File: src/rtl/rf_wb_pkg.sv
// Shared types and constants for the register-file write-back arbiter.
// Optional forwarding outputs are enabled with RF_WB_BYPASS_EN.
package rf_wb_pkg;

   localparam int unsigned XLEN_DEFAULT = 64;
   localparam int unsigned REG_ADDR_W   = 5;
   localparam int unsigned NUM_REGS     = 32;
   localparam int unsigned LAST_REG     = NUM_REGS - 1;

   typedef enum logic {INIT, RUN} rf_wb_state_t;

   typedef logic [REG_ADDR_W-1:0] reg_addr_t;

endpackage

File: src/rtl/rr_arbiter.sv
// Round-robin arbiter: searches upward from rr_ptr with wrap-around and
// moves the pointer past the winner whenever a grant is issued.
module rr_arbiter #(
   parameter int unsigned NUM_REQ = 3,
   localparam int unsigned IDX_W  = (NUM_REQ > 1) ? $clog2(NUM_REQ) : 1
) (
   input  logic               clk,
   input  logic               reset,
   input  logic [NUM_REQ-1:0] req,
   input  logic               enable,
   output logic [NUM_REQ-1:0] grant,
   output logic [IDX_W-1:0]   grant_idx,
   output logic               grant_valid
);

   logic [IDX_W-1:0] rr_ptr_q;

   always_comb begin
      logic [IDX_W-1:0] idx;
      grant       = '0;
      grant_idx   = '0;
      grant_valid = 1'b0;
      idx         = '0;
      if (enable) begin
         for (int i = 0; i < int'(NUM_REQ); i++) begin
            idx = IDX_W'((32'(rr_ptr_q) + 32'(i)) % NUM_REQ);
            if (!grant_valid && req[idx]) begin
               grant[idx]  = 1'b1;
               grant_idx   = idx;
               grant_valid = 1'b1;
            end
         end
      end
   end

   // A grant is always a transfer, since ready is the grant itself.
   always_ff @(posedge clk or negedge reset) begin
      if (!reset) begin
         rr_ptr_q <= '0;
      end else if (grant_valid) begin
         rr_ptr_q <= (grant_idx == IDX_W'(NUM_REQ - 1)) ? '0 : grant_idx + IDX_W'(1);
      end
   end

endmodule

File: src/rtl/regfile_wb_arbiter.sv
// Register-file write-port arbiter: zero-fills x1..x31 after reset, then shares the
// port round-robin among requesters. RF_WB_BYPASS_EN adds forwarding outputs.
module regfile_wb_arbiter
   import rf_wb_pkg::*;
#(
   parameter int unsigned NUM_REQ = 3,
   parameter int unsigned XLEN    = XLEN_DEFAULT
) (
   input  logic                                 clk,
   input  logic                                 reset,
   input  logic [NUM_REQ-1:0]                   req_valid,
   input  logic [NUM_REQ-1:0][REG_ADDR_W-1:0]   req_reg,
   input  logic [NUM_REQ-1:0][XLEN-1:0]         req_data,
   output logic [NUM_REQ-1:0]                   req_ready,
   output logic                                 rf_write_enable,
   output reg_addr_t                            rf_write_register,
   output logic [XLEN-1:0]                      rf_write_value,
   input  logic                                 rf_write_ready,
   output logic                                 init_done
`ifdef RF_WB_BYPASS_EN
   ,
   output logic                                 byp_valid,
   output reg_addr_t                            byp_reg,
   output logic [XLEN-1:0]                      byp_data
`endif
);

   localparam int unsigned IDX_W = (NUM_REQ > 1) ? $clog2(NUM_REQ) : 1;

   rf_wb_state_t     state_q;
   reg_addr_t        cnt_q;
   logic             stg_valid_q;
   reg_addr_t        stg_reg_q;
   logic [XLEN-1:0]  stg_data_q;
   logic             stage_free;
   logic [NUM_REQ-1:0] grant;
   logic [IDX_W-1:0] grant_idx;
   logic             grant_valid;

   assign stage_free = !stg_valid_q || rf_write_ready;

   rr_arbiter #(
      .NUM_REQ (NUM_REQ)
   ) u_rr_arbiter (
      .clk         (clk),
      .reset       (reset),
      .req         (req_valid),
      .enable      ((state_q == RUN) && stage_free),
      .grant       (grant),
      .grant_idx   (grant_idx),
      .grant_valid (grant_valid)
   );

   always_ff @(posedge clk or negedge reset) begin
      if (!reset) begin
         state_q     <= INIT;
         cnt_q       <= reg_addr_t'(1);
         stg_valid_q <= 1'b0;
         stg_reg_q   <= '0;
         stg_data_q  <= '0;
      end else if (stage_free) begin
         unique case (state_q)
            INIT: begin
               stg_valid_q <= 1'b1;
               stg_reg_q   <= cnt_q;
               stg_data_q  <= '0;
               cnt_q       <= cnt_q + reg_addr_t'(1);
               if (cnt_q == reg_addr_t'(LAST_REG)) begin
                  state_q <= RUN;
               end
            end
            RUN: begin
               if (grant_valid) begin
                  // x0 writes complete the handshake but never reach the port.
                  stg_valid_q <= (req_reg[grant_idx] != '0);
                  stg_reg_q   <= req_reg[grant_idx];
                  stg_data_q  <= req_data[grant_idx];
               end else begin
                  stg_valid_q <= 1'b0;
               end
            end
         endcase
      end
   end

   assign req_ready         = grant;
   assign rf_write_enable   = stg_valid_q;
   assign rf_write_register = stg_reg_q;
   assign rf_write_value    = stg_data_q;
   assign init_done         = (state_q == RUN);

`ifdef RF_WB_BYPASS_EN
   assign byp_valid = stg_valid_q && (state_q == RUN);
   assign byp_reg   = stg_reg_q;
   assign byp_data  = stg_data_q;
`endif

endmodule

File: config.mk
export PLATFORM = sky130hd
export DESIGN_NAME = regfile_wb_arbiter
export DESIGN_NICKNAME = d
export VERILOG_FILES = /design/src/rtl/rf_wb_pkg.sv /design/src/rtl/rr_arbiter.sv /design/src/rtl/regfile_wb_arbiter.sv
export SDC_FILE = /design/constraint.sdc
export NUM_CORES = 1
export LEC_CHECK = 0
export ABC_AREA = 1
export BUFFER_PORTS_ARGS = -buffer_cell sky130_fd_sc_hd__buf_4
export CAP_MARGIN = 20
export CORE_AREA = 2 2 110 112
export DETAILED_ROUTE_END_ITERATION = 6
export DIE_AREA = 0 0 112 114
export GPL_TIMING_DRIVEN = 0
export HOLD_SLACK_MARGIN = 0.02
export PLACE_DENSITY = 0.74
export SLEW_MARGIN = 10
export SYNTH_ARGS = -nofsm -noshare
export SYNTH_HDL_FRONTEND = slang
export SYNTH_HIERARCHICAL = 1
export SYNTH_SLANG_ARGS = --single-unit
export TNS_END_PERCENT = 1
File: constraint.sdc
create_clock -name clk -period 3.3 [get_ports clk]
set_input_delay 0.825 -clock clk [delete_from_list [all_inputs] [get_ports clk]]
set_output_delay 0.825 -clock clk [all_outputs]
set_load 0.005 [all_outputs]
==> metrics.txt <==
Clk pwr share 0.128; Worst Path Arrival between 2 and 2.5 ns; Yosys cell types 30; H-tree depth 3; synth top area cells dfrtp_1 41%, o21ai_0 14%, a22o_1 12%; Critical Path Sink req_ready[0]; Slew Viols, Final 0; Sink Count 78; Tightest Pin Transition a little under 1 ns; Worst EP required 2.47 ns; total CTS buffers 9; sequential fraction of design power 0.225; crit path from u_rr_arbiter/rr_ptr_q[0]$_DFFE_PN0P_; ANT nets after route 0; async set or reset register ratio after synthesis 1.000; die area 12,770 sq um; Syn Nets 823; Max IR drop VDD just over 0.0005 V; post-CTS sizing 0; top-area cell type share of the netlist area 0.4100; Setup Fix Bufs, Post-CTS 0; R2R Setup Slk 0.33 ns; # fillers 1,036; # setup viols final 0; Reg area 1953 sq um; FF-to-FF Start u_rr_arbiter/rr_ptr_q[0]$_DFFE_PN0P_; switch share 0.4508; TritonCTS clock tree done; Power Density just over 1000 nW/um^2; Initial Util 0.4013; mapped cell area 4700 sq um; Clk pin slew, worst setup/hold paths ~0.06 ns; DR vias 5,558; Ant. Diodes 0; Residual DRC 0; Post-synth EDFFs 0; Root Buffer clkbuf_16; core area approximately 12,000 sq um; Core Rows 40; Slew headroom 0.3447; Fin Setup TNS 0 ns; Worst Setup End Kind primary output; CTS max path bufs 2; number of global-route vias before repair 5,407; gr ovfl total 0; WL final 17.26 mm; Final Util 0.6252; final hold violation count 0; initial antenna violation count 0; RSZ-0062 raised after global routing no; #FFs+latches synth 78; Warnings, synthesis 6; P_sw 3.414 mW; CTS Hold Bufs 0; drt first-iter violations 250; Syn Area/Cell approximately 7.8 sq um; Tightest Hold Check Type flop to flop; ratio of cells with drive above 1 in the final layout 0.3841; Comb power frac 0.647; Die Width 112 um; GP Congestion 0.9203; Pleak roughly 3.7 nW; Pre-antenna DRT Iters 5; Max Cap Viol 0; I/O Buffers 286; critical path type flop to primary output; Clock Latency Late Sink between 0.3 and 0.4 ns; post-synthesis sequential area ratio 0.4156; Cells after Synth just over 600; Top FF cell, synth dfrtp_1; Area Growth Syn to Fin 55.80%; Die Height around 110 um; largest net degree at the start of global routing slightly below 80; Peak Freq between 300 and 400 MHz; CP Launch Type flop; Worst Reg2Reg Path Length in Cells 17; multi-input logic area 2376 sq um; Synth area leader dfrtp_1; P_int 4.159 mW; first-pass GRT wire length ~27 mm; Post-DP HPWL 13.37 mm; outcome completed; Global Route Usage Sum 0.2594; crit path max fanout 8; Ports 287; fin crit period 2.995 ns; Fin Clk Skew about 0.0059 ns; reg-to-reg endpoint rf_write_value[12]$_DFFE_PN0P_; Final Cycle Share 0.9074; routed vias/inst 5.278; Post-layout nets 1,120; Routed WL per cell 16.39 um
logic make-up (layout without fill, tap and decap cells):
group	after synthesis	count (layout)	synth area share
compound gates	217	217	0.2894
xor+xnor	3	3	0.005592
fa+ha+maj	6	6	0.01597
buf+inv	82	384	0.07881
flops	78	78	0.4156
simple gates	218	218	0.1946
per-stage QoR:
stage / std cells / area (sq um) / setup slack [ns] / hold WS, ns / power [mW]
final: 1053 / 7322 / 0.3054 / 0.4726 / 7.573
after floorplan: 604 / 4700 / 0.8377 / 0.4416 / 4.680
after detailed placement: 1037 / 7030 / 0.2561 / 0.4661 / 6.604
after CTS: 1053 / 7322 / 0.3068 / 0.4779 / 7.609
after global routing: 1053 / 7322 / 0.1013 / 0.4879 / 8.182
after global placement: 1037 / 7030 / 0.3266 / 0.4606 / 6.448
synth_stat cells (5+ instances only):
master,number
a22o_1,64
buf_2,14
buf_6,5
clkbuf_1,23
dfrtp_1,77
ha_1,6
inv_1,28
inv_2,10
nand2_1,119
nand3_1,11
nor2_1,74
o21ai_0,128
o21ai_1,12
registers in the layout, indices dropped and copies added, names as in the netlist:
name and cells:
rf_write_value 64, rf_write_enable 1, cnt_q 5, init_done 1, rf_write_register 5, u_rr_arbiter/rr_ptr_q 2
final cells by class:
class,instances,area share
multi-input combinational,444,0.3245
tap,147,0.02512
timing repair buffer,286,0.2932
buffer,44,0.03110
inverter,38,0.01948
clock buffer,10,0.03127
clock inverter,6,0.008544
sequential,78,0.2667
power by group through the flow:
stage	clock, mW	combinational (mW)	sequential (mW)
floorplan	0	2.97	1.71
global placement	0	4.76	1.69
detailed placement	0	4.90	1.70
CTS	0.984	4.93	1.70
global route	1.02	5.41	1.76
finish	0.971	4.90	1.70
layer usage:
layer / routed length [um] / global-route usage
met5: 0 / 0
met2: 8816 / 0.4760
met4: 325 / 0.07398
met1: 6952 / 0.3162
met3: 1167 / 0.04198
critical path, cell delays in order (launching register included):
cell and delay [ns]:
dfrtp_1 0.40, inv_1 0.08, ha_1 0.29, buf_4 0.17, inv_2 0.08, nand3_1 0.09
nand2_1 0.16, inv_1 0.09, nor2_4 0.13, nand2_1 0.06, a31oi_1 0.15, buf_4 0.14
worst min-delay path by stage:
| stage | startpoint | end | slack, ns | depth (start not counted) |
|---|---|---|---|---|
| floorplan | cnt_q[2]$_DFFE_PN0P_ | cnt_q[2]$_DFFE_PN0P_ | 0.44 | 1 |
| global placement | cnt_q[2]$_DFFE_PN0P_ | cnt_q[2]$_DFFE_PN0P_ | 0.46 | 1 |
| detailed placement | cnt_q[2]$_DFFE_PN0P_ | cnt_q[2]$_DFFE_PN0P_ | 0.47 | 1 |
| CTS | cnt_q[2]$_DFFE_PN0P_ | cnt_q[2]$_DFFE_PN0P_ | 0.48 | 1 |
| global route | cnt_q[2]$_DFFE_PN0P_ | cnt_q[2]$_DFFE_PN0P_ | 0.49 | 1 |
| finish | cnt_q[3]$_DFFE_PN0P_ | cnt_q[3]$_DFFE_PN0P_ | 0.47 | 1 |
placed cells by master (no fill, tap or decap), types with 4 or more instances in the layout:
cell type / n
clkbuf_16: 9
nand3_2: 4
nand2_1: 119
a21oi_1: 4
nand3_1: 11
buf_2: 14
buf_4: 288
o21ai_0: 128
inv_1: 28
inv_2: 10
clkbuf_1: 24
nor2_1: 74
o21ai_1: 12
ha_1: 6
buf_6: 5
dfrtp_1: 77
a22o_1: 64
No activity file was read; power rests on OpenSTA's default activity.
